==> src/rtl/marquee_ctrl.sv <==
// marquee_ctrl: rotating-digit marquee sequencer.
// Scrolls a loaded N-bit pattern one WIDTH-bit digit per tick in either
// direction, with pause/resume/abort control and an optional single-revolution mode.
module marquee_ctrl #(
    parameter int N     = 32,
    parameter int WIDTH = 4,
    localparam int DIGITS = N / WIDTH,
    localparam int PW     = (DIGITS > 1) ? $clog2(DIGITS) : 1,
    localparam int CW     = PW + 1
) (
    input  logic          sys_clk,
    input  logic          sys_rst,
    input  logic          tick,
    input  logic          start,
    input  logic          stop,
    input  logic          dir_in,
    input  logic          oneshot_in,
    input  logic          ld_valid,
    input  logic [N-1:0]  ld_data,
    output logic          ld_ready,
    output logic [N-1:0]  seq_out,
    output logic [PW-1:0] pos,
    output logic          step,
    output logic          dir,
    output logic [1:0]    state,
    output logic          done
);

    typedef enum logic [1:0] {
        IDLE  = 2'd0,
        RUN   = 2'd1,
        PAUSE = 2'd2,
        DONE  = 2'd3
    } state_t;

    state_t        state_q, state_d;
    logic [N-1:0]  pattern_q;
    logic [CW-1:0] cnt_q;
    logic          oneshot_q;

    logic          do_load, do_start, do_rot, do_clear;
    logic          last_step;
    logic [N-1:0]  rot_r, rot_l, rot_nx;
    logic [PW-1:0] pos_nx;

    assign state    = state_q;
    assign ld_ready = (state_q == IDLE) || (state_q == DONE);

    // The step that completes a full revolution is the DIGITS-th one.
    assign last_step = (cnt_q == CW'(DIGITS - 1));

    assign rot_r  = {seq_out[WIDTH-1:0], seq_out[N-1:WIDTH]};
    assign rot_l  = {seq_out[N-WIDTH-1:0], seq_out[N-1:N-WIDTH]};
    assign rot_nx = dir ? rot_r : rot_l;

    // Offset wraps explicitly so non-power-of-two digit counts also work.
    assign pos_nx = dir ? ((pos == PW'(DIGITS - 1)) ? '0 : pos + PW'(1))
                        : ((pos == '0) ? PW'(DIGITS - 1) : pos - PW'(1));

    // State register.
    always_ff @(posedge sys_clk) begin
        if (sys_rst) state_q <= IDLE;
        else         state_q <= state_d;
    end

    // Next state and datapath commands; stop outranks start everywhere,
    // and a load outranks any command while the pattern is writable.
    always_comb begin
        state_d  = state_q;
        do_load  = 1'b0;
        do_start = 1'b0;
        do_rot   = 1'b0;
        do_clear = 1'b0;
        case (state_q)
            IDLE, DONE: begin
                if (ld_valid) begin
                    do_load = 1'b1;
                    state_d = IDLE;
                end else if (start && !stop) begin
                    do_start = 1'b1;
                    state_d  = RUN;
                end
            end
            RUN: begin
                if (stop) begin
                    state_d = PAUSE;
                end else if (tick) begin
                    do_rot = 1'b1;
                    if (oneshot_q && last_step) state_d = DONE;
                end
            end
            PAUSE: begin
                if (stop) begin
                    do_clear = 1'b1;
                    state_d  = IDLE;
                end else if (start) begin
                    state_d = RUN;
                end
            end
            default: state_d = IDLE;
        endcase
    end

    // Pattern, rotation offset, step counter and the registered pulses.
    always_ff @(posedge sys_clk) begin
        if (sys_rst) begin
            pattern_q <= '0;
            seq_out   <= '0;
            pos       <= '0;
            cnt_q     <= '0;
            dir       <= 1'b0;
            oneshot_q <= 1'b0;
            step      <= 1'b0;
            done      <= 1'b0;
        end else begin
            step <= 1'b0;
            done <= 1'b0;
            if (do_load) begin
                pattern_q <= ld_data;
                seq_out   <= ld_data;
                pos       <= '0;
                cnt_q     <= '0;
            end
            if (do_start) begin
                dir       <= dir_in;
                oneshot_q <= oneshot_in;
                cnt_q     <= '0;
            end
            if (do_rot) begin
                seq_out <= rot_nx;
                pos     <= pos_nx;
                step    <= 1'b1;
                cnt_q   <= last_step ? '0 : cnt_q + CW'(1);
                done    <= oneshot_q && last_step;
            end
            if (do_clear) begin
                seq_out <= pattern_q;
                pos     <= '0;
                cnt_q   <= '0;
            end
        end
    end

endmodule

==> config.mk <==
export PLATFORM = sky130hd
export DESIGN_NAME = marquee_ctrl
export DESIGN_NICKNAME = d
export VERILOG_FILES = /design/src/rtl/marquee_ctrl.sv
export SDC_FILE = /design/constraint.sdc
export NUM_CORES = 1
export LEC_CHECK = 0
export CORE_AREA = 3 3 107 78
export DETAILED_ROUTE_END_ITERATION = 16
export DIE_AREA = 0 0 110 81
export PLACE_DENSITY = 0.79
export SLEW_MARGIN = 10
export SYNTH_ARGS = -nofsm -noshare
export SYNTH_HDL_FRONTEND = slang
export SYNTH_SLANG_ARGS = --single-unit
==> constraint.sdc <==
create_clock -name sys_clk -period 2.1 [get_ports sys_clk]
set_input_delay 0.63 -clock sys_clk [delete_from_list [all_inputs] [get_ports sys_clk]]
set_output_delay 0.63 -clock sys_clk [all_outputs]
set_load 0.005 [all_outputs]
* Word level (Yosys, flattened, before mapping)
Cells that the tools add are included.
** Word-level totals
- Flip-flop bits (word level) :: 77
- Output and inout port bits :: 41
** Operators by class
- Add/sub/neg operators :: 3
- Eq/ne operators :: 9
- Multiplexer cells :: 32
- Bitwise gates (word level) :: 1
- Reductions and logical operators :: 13
** Operator list (count)
- 2-to-1 mux 32 bit :: 4
- 2-to-1 mux 4 bit :: 4
- 2-to-1 mux 3 bit :: 5
- 2-to-1 mux 2 bit :: 7
- != test 3 bit (second input constant) :: 4
- 2-to-1 mux 1 bit :: 11
- one-hot mux 2 bit (3 select lines) :: 1
- nonzero test 3 bit :: 2
- OR reduction 2 bit :: 3
- adder 4 x 1 -> 4 bit (second input constant) :: 1
- == test 2 bit (second input constant) :: 2
- == test 4 x 3 -> 1 bit (second input constant) :: 1
- AND reduction 4 bit :: 1
- adder 3 x 1 -> 3 bit (second input constant) :: 1
- == test 3 bit (second input constant) :: 1
- logical NOT 3 bit :: 1
- subtractor 3 x 1 -> 3 bit (second input constant) :: 1
- == test 2 x 1 -> 1 bit (second input constant) :: 1
- logical AND 1 bit :: 2
- logical NOT 2 bit :: 1
- nonzero test 2 bit :: 1
- logical NOT 1 bit :: 1
- logical OR 1 bit :: 1
- inverter 1 bit :: 1

* Longest topological paths before layout
Gate-level depths: netlist (run 1).
- Depth in word-level cells :: 7
- Depth in mapped cells :: 8

* Worst setup path before layout (run 1)
Ideal clock, no wire load.
- Path type :: flip-flop to flip-flop
- Start :: register state_q[0] (netlist: state[0])
- End :: register seq_out[11]
- Arrival time :: 1.634 ns
- Data required time :: 1.978 ns
- Path slack :: 0.344 ns
- Stages on the path, launching flop included :: 9
- Buffers on the path :: 2
- Period minus slack after synthesis :: 1.756 ns
- Cell sequence :: dfxtp_1 inv_1 ha_1 and2_1 buf_2 buf_2 nand3_1 a21oi_1 a221o_1
** On the way
- Cells in the longest elaborated chain, start to end :: 4
- Elaborated cells between the ends (all ways) :: 11
** RTL lines
- start, declared :: RTL line 36 : state_t state_q, state_d;
- start signal, assigned :: RTL line 63 : else state_q <= state_d;
- == test 2 bit, or another cell as far along :: RTL line 74 : case (state_q)
- OR reduction 2 bit / 2-to-1 mux 1 bit (equally long branches) :: RTL line 74
- 2-to-1 mux 1 bit / 2-to-1 mux 32 bit (equally long branches) :: RTL line 74, 129
- nonzero test 3 bit (no source line) / 2-to-1 mux 32 bit (equally long branches)
- end signal, assigned :: RTL line 120 : seq_out <= ld_data;
- end signal, assigned :: RTL line 130 : seq_out <= rot_nx;
- end signal, assigned :: RTL line 137 : seq_out <= pattern_q;
- end, declared :: RTL line 21 : output logic [N-1:0] seq_out,
Several ways; a longest one is shown, not always the timed one.
A chain may end at the register's enable or synchronous reset.

* Final worst setup path (run 1)
- Start :: register seq_out[10]
- End :: output port seq_out[10]
No word-level cell between the ends.

==> results of run 1 <==
## layout make-up
type,count,share of cell area [%]
Tap cell,98,2.466
Clock inverter,6,2.214
Inverter,6,0.4529
Timing Repair Buffer,104,21.21
Clock buffer,10,2.768
Sequential cell,77,31.03
Multi-Input combinational cell,324,39.86
## registers in the layout, summed over array words and instances (netlist names)
signal	count
cnt_q	4
oneshot_q	1
seq_out	32
step	1
dir	1
done	1
pos	3
pattern_q	32
state	2
## power breakdown
part | leakage, uW | switching (uW) | internal [uW] | total [uW]
Combinational | 0.00111 | 707 | 768 | 1470
Sequential | 0.000631 | 242 | 1680 | 1930
Clock | 0.000119 | 562 | 820 | 1380
## synthesized netlist by cell type
library cell | count | area (sq um)
mux2_1 | 1 | 11.26
and3b_1 | 1 | 8.760
buf_6 | 4 | 45.04
mux2i_1 | 3 | 30.03
nor4_1 | 1 | 6.260
a221o_1 | 30 | 300.3
nor3_2 | 2 | 20.02
a21oi_1 | 73 | 365.4
buf_2 | 16 | 80.08
nand3b_1 | 1 | 7.510
buf_4 | 5 | 37.54
nand3_1 | 36 | 180.2
dfxtp_1 | 77 | 1541
nand2_1 | 104 | 390.4
nand4_1 | 1 | 6.260
a31oi_1 | 2 | 12.51
and2_1 | 1 | 6.260
o221a_2 | 1 | 11.26
o21ai_0 | 5 | 25.02
nand2b_1 | 3 | 18.77
o31ai_1 | 2 | 15.01
ha_1 | 7 | 87.58
and4_1 | 1 | 8.760
a22oi_1 | 2 | 15.01
nor2b_1 | 1 | 6.260
a31o_2 | 2 | 17.52
nor2_1 | 9 | 33.78
nor3_1 | 1 | 5.000
a211oi_1 | 2 | 15.01
inv_1 | 6 | 22.52
mux2_2 | 31 | 349.1
and4bb_2 | 1 | 12.51
clkbuf_1 | 12 | 45.04
## per-layer routing
| metal | global-route usage [%] | up-vias | routed length (microns) |
|---|---|---|---|
| met3 | 6.990 | 24 | 1190 |
| met2 | 39.59 | 195 | 5109 |
| met5 | 0 | - | 0 |
| li1 | - | 1743 | - |
| met4 | 7.223 | 0 | 162 |
| met1 | 37.05 | 1789 | 4966 |
## cell families after synthesis
logic type                 count (synthesis)
and+or+nand+nor                          163
AOI/OAI and AO/OA                        119
DFF                                       77
buffers and inverters                     43
muxes                                     35
adders and majority gates                  7
## timing repair
action,in CTS,in global routing
endpoints found under the setup margin,1,0
resized for setup,3,0
hold endpoints to repair,0,0
buffers inserted,1,0
## placed cells by master (no fill, tap or decap), types with 2 or more instances in the layout
master,netlist,final
a31oi_1,2,2
a31o_2,2,2
buf_12,0,6
nor2_1,9,8
clkinvlp_4,0,2
o31ai_1,2,2
mux2_2,31,31
a221o_1,30,30
inv_1,6,6
buf_4,5,18
dfxtp_1,77,76
clkbuf_8,0,10
o21ai_0,5,5
nand3_1,36,36
nand2_1,104,104
ha_1,7,6
a21oi_1,73,73
a22oi_1,2,2
nand2b_1,3,3
nor3_2,2,2
mux2i_1,3,3
bufinv_16,0,3
a211oi_1,2,2
clkdlybuf4s50_1,0,79
## per-stage QoR
| stage | total power (uW) | util (%) |
|---|---|---|
| 2_1_floorplan | 2682 | - |
| 3_3_place_gp | 3331 | 64.27 |
| 3_5_place_dp | 3377 | 64.27 |
| 4_1_cts | 4768 | 67.93 |
| 5_1_grt | 5013 | 67.93 |
| 6_report | 4784 | 67.93 |
## final timing paths
path | start | to | slack (ns)
max | seq_out[10] | seq_out[10] | 0.11
min | pattern_q[20] | pattern_q[20] | 0.46
max reg2reg | state[1] | seq_out[14] | 0.30
min reg2reg | pattern_q[20] | pattern_q[20] | 0.46
==> qor.csv, run 1 <==
metric,value,unit
status,"complete, no violations",
Final period util,94.87,%
"Buf+Inv Stages, Crit Path",1,
worst-path fanout max,4,
Worst path max stage delay,0.55,ns
Post-Synth XOR/XNOR Area,0,%
core area,7320,sq um
mapped cell area,3737,sq um
Synth-to-Final Area Change,33.04,%
adder-cell share of the synthesized area,2.343,%
dpl cells,608,
fillers,592,
Worst Setup Start Kind,register,
vias in the first global route,3511,
final hold viol count,0,
pre-CTS WS,-0.1200,ns
Worst path depth,1,
largest net degree at the start of global routing,43,
footprint of the multi-input gates,1982,sq um
Max Clk Rate,0.5020,GHz
die height,81,microns
largest family of logic cells by synthesized area,compound AO/OA/AOI/OAI gates,
final wirelength,11430,microns
hold path cells,2,
vias,3751,
Initial DRC Count,268,
YS warnings,0,
wire length per cell,18.29,microns
worst setup margin,0.1078,ns
Simple-Gate Fraction of Synth Area,19.02,%
crit path cell chain,clkdlybuf4s50_1,
max_slew headroom,69.13,%
chip width,110,microns
r2r worst-path depth,7,
clock buffer depth,2,
DIE AREA,8910,sq um
compound-cell area share of the yosys netlist,20.79,%
CTS root buf,clkbuf_8,
total CTS buffers,9,
DRC viols,0,
Crit path required time,1.47,ns
CTS H-Tree Depth,3,
multiplexer area fraction after synthesis,10.45,%
post-route cell area,4972,sq um
"flops & latches, synth",77,
Worst Setup Path Type,register to primary output,
initial antenna violation count,0,
"Slowest-stage cell, CP",clkdlybuf4s50_1,
worst slew pin tran,0.4620,ns
endpoints failing setup,0,
ANT cells,0,
Final TNS setup,0,ns
family with the most delay on the worst path,buffers and inverters,
GRT Residual Overflow,0,
synthesized instance count,444,
power density over the cells,962.1,nW/um^2
row count,26,
sequential share of the synthesized area,41.25,%
CTS Hold Bufs,0,
Max-Cap Viols,0,
Initial Utilization,51.06,%
clock tree from TritonCTS,yes,
placed instance area,4705,sq um
CP Capture Type,primary output,
unique cell type count in the Yosys netlist,33,
Min-Delay Path Class,register to register,
Clock Skew,0.01234,ns
first-pass GRT wire length,18130,microns
CTS sink count,77,
post-detail-place hpwl,7619,microns
latest clock arrival within the worst-skew pair,0.36,ns
max-slew violations,0,
PortBufs,80,
post-route ant nets,0,
peak supply drop,0.4782,mV
Tmin final,1.992,ns
"Net count, final",569,
GPL Wtd Cong,0.8590,
register area,1543,sq um
WHS,0.4596,ns
Avg Inst Size Synth,8.417,sq um
leakage,0.001865,uW
Critical Path AT,1.36,ns
drt via density,6.002,
Clock transition at path regs,0.09,ns
GRT Util Overall,26.26,%
final cell count without fillers,625,
RSZ-0062 raised after global routing,no,
DR pass1 iterations,5,
I/O pin total,81,
share of cells above drive strength 1,15.37,%
Syn Nets,491,
No activity file was read; power rests on OpenSTA's default activity.
==> run 2, diff against run 1 <==
GPL_TIMING_DRIVEN = 0   (was default)
==> run 2 against run 1 <==
  * Fmax decreased by 0.34%
  * Clock power increased by 4%
  * Design area decreased by 0.86%
  * Routed wire length about the same
  * Critical path depth unchanged
  * Cell count increased by 2.1%
  * Sequential share of layout area increased by 0.27 points
  * Combinational power about the same
  * Largest cell class unchanged
==> qor.csv, run 2 (synthesis results as in run 1) <==
metric,value,unit,change
GRT Residual Overflow,0,,unchanged
hold path start,pattern_q[17],,was pattern_q[20]
chip width,110,microns,unchanged
worst-path fanout max,4,,unchanged
Crit path required time,1.47,ns,about the same
vias,3792,,was 3751
Synth-to-Final Area Change,31.90,%,was 33.04%
initial antenna violation count,0,,unchanged
CTS root buf,clkbuf_8,,unchanged
row count,26,,unchanged
final wirelength,11440,microns,was 11430 microns
Initial Utilization,51.06,%,unchanged
worst slew pin tran,0.5236,ns,was 0.4620 ns
"most common cell after layout, fill and taps aside",nand2_1,,unchanged
CTS H-Tree Depth,3,,unchanged
total CTS buffers,9,,unchanged
power density over the cells,974.2,nW/um^2,was 962.1 nW/um^2
DR pass1 iterations,4,,was 5
post-route cell area,4930,sq um,was 4972 sq um
Tmin final,1.999,ns,was 1.992 ns
RSZ-0062 raised after global routing,no,,unchanged
Worst path max stage delay,0.55,ns,about the same
vias in the first global route,3512,,was 3511
post-route ant nets,0,,unchanged
Final period util,95.19,%,was 94.87%
family with the most delay on the worst path,buffers and inverters,,unchanged
clock buffer depth,2,,unchanged
clock tree from TritonCTS,yes,,unchanged
CTS sink count,77,,unchanged
largest registers,"pattern_q (32), seq_out (32), cnt_q (4)",,unchanged
Critical Path AT,1.37,ns,was 1.36 ns
worst r2r src,state[1],,unchanged
status,"complete, no violations",,unchanged
wire length per cell,17.93,microns,was 18.29 microns
worst setup margin,0.1010,ns,was 0.1078 ns
Worst Setup Start Kind,register,,unchanged
drt via density,5.944,,was 6.002
"Slowest-stage cell, CP",clkdlybuf4s50_1,,unchanged
CP Capture Type,primary output,,unchanged
placed instance area,4651,sq um,was 4705 sq um
"Buf+Inv Stages, Crit Path",1,,unchanged
die height,81,microns,unchanged
Clock Skew,0.008676,ns,was 0.01234 ns
GPL Wtd Cong,0.9074,,was 0.8590
crit path cell chain,clkdlybuf4s50_1,,unchanged
core area,7320,sq um,unchanged
peak supply drop,0.4776,mV,was 0.4782 mV
share of cells above drive strength 1,14.81,%,was 15.37%
max-slew violations,0,,unchanged
endpoints failing setup,0,,unchanged
DIE AREA,8910,sq um,unchanged
first-pass GRT wire length,18110,microns,was 18130 microns
"Net count, final",582,,was 569
final hold viol count,0,,unchanged
GRT Util Overall,26.45,%,was 26.26%
Critical Path Start,seq_out[1],,was seq_out[10]
latest clock arrival within the worst-skew pair,0.35,ns,was 0.36 ns
post-detail-place hpwl,8053,microns,was 7619 microns
total power,4803,uW,was 4784 uW
Worst Setup Path Type,register to primary output,,unchanged
Register-to-Register Setup Slack,0.18,ns,was 0.30 ns
Initial DRC Count,276,,was 268
pre-CTS WS,-0.1716,ns,was -0.1200 ns
largest net degree at the start of global routing,13,,was 43
leakage,0.001866,uW,was 0.001865 uW
Max Clk Rate,0.5003,GHz,was 0.5020 GHz
ANT cells,0,,unchanged
Max-Cap Viols,0,,unchanged
DRC viols,0,,unchanged
final core occ,67.35,%,was 67.93%
PortBufs,79,,was 80
"commonest non-fill, non-tap cells in the layout","104 x nand2_1, 78 x clkdlybuf4s50_1, 76 x dfxtp_1",,"was 104 x nand2_1, 79 x clkdlybuf4s50_1, 76 x dfxtp_1"
I/O pin total,81,,unchanged
max_slew headroom,65.09,%,was 69.13%
Min-Delay Path Class,register to register,,unchanged
Clock transition at path regs,0.08,ns,was 0.09 ns
-- run 2: changes by cell type in the layout (fill, tap and decap cells not counted), sizes merged --
cell and delta:
buf +2, clkbuf +15, clkdlybuf4s50 -1, clkinv -1
clkinvlp -2
-- run 2: area by class of cell --
cell class	instances	area, sq um
Clock inverter	3	90.09
Fill cell	601	2390
Tap cell	98	122.6
Sequential cell	77	1543
Clock buffer	13	168.9
Buffer	37	207.7
Timing Repair Buffer	80	797.0
Multi-Input combinational cell	324	1978
Inverter	6	22.52
-- run 2: worst min-delay path: stages (launching register included) --
cell and delay (ns):
dfxtp_1 0.31, nand2_1 0.05, a21oi_1 0.05
-- run 2: stage by stage --
stage	instances	setup TNS (ns)	hold WS, ns
3_3_place_gp	621	-6.827	0.4422
2_1_floorplan	444	0	0.4365
3_5_place_dp	621	-8.860	0.4474
6_report	638	0	0.4586
5_1_grt	638	0	0.4752
4_1_cts	638	0	0.4583
-- run 2: worst paths after layout --
kind                                 endpoint  cells past startpoint
worst max-delay path               seq_out[1]                      1
worst min-delay path            pattern_q[17]                      2
worst max register to register    seq_out[12]                      7
worst min register to register  pattern_q[17]                      2
-- run 2: layer usage --
layer	track usage [%]	up-vias	share of wire (%)
li1	-	1763	-
met4	8.344	0	1.4
met5	0	-	0
met1	37.75	1792	44
met3	6.116	21	10
met2	39.53	216	44
-- run 2: what timing repair did --
item | in CTS | in global routing
resized for setup | 3 | 0
setup buffers | 1 | 0
hold buffers | 0 | 0
setup endpoints to repair | 1 | 0
endpoints found under the hold margin | 0 | 0
-- run 2: power by group --
part	internal (uW)	switching, uW
clock network	888	542
registers	1680	243
logic	728	716
==> run 3, diff against run 2 <==
ABC_CLOCK_PERIOD_IN_PS = 2100   (was default)
HOLD_SLACK_MARGIN = 0.12   (was default)
==> results of run 3 <==
Same layout as run 2: the final DEF is identical, and so are final timing and power.
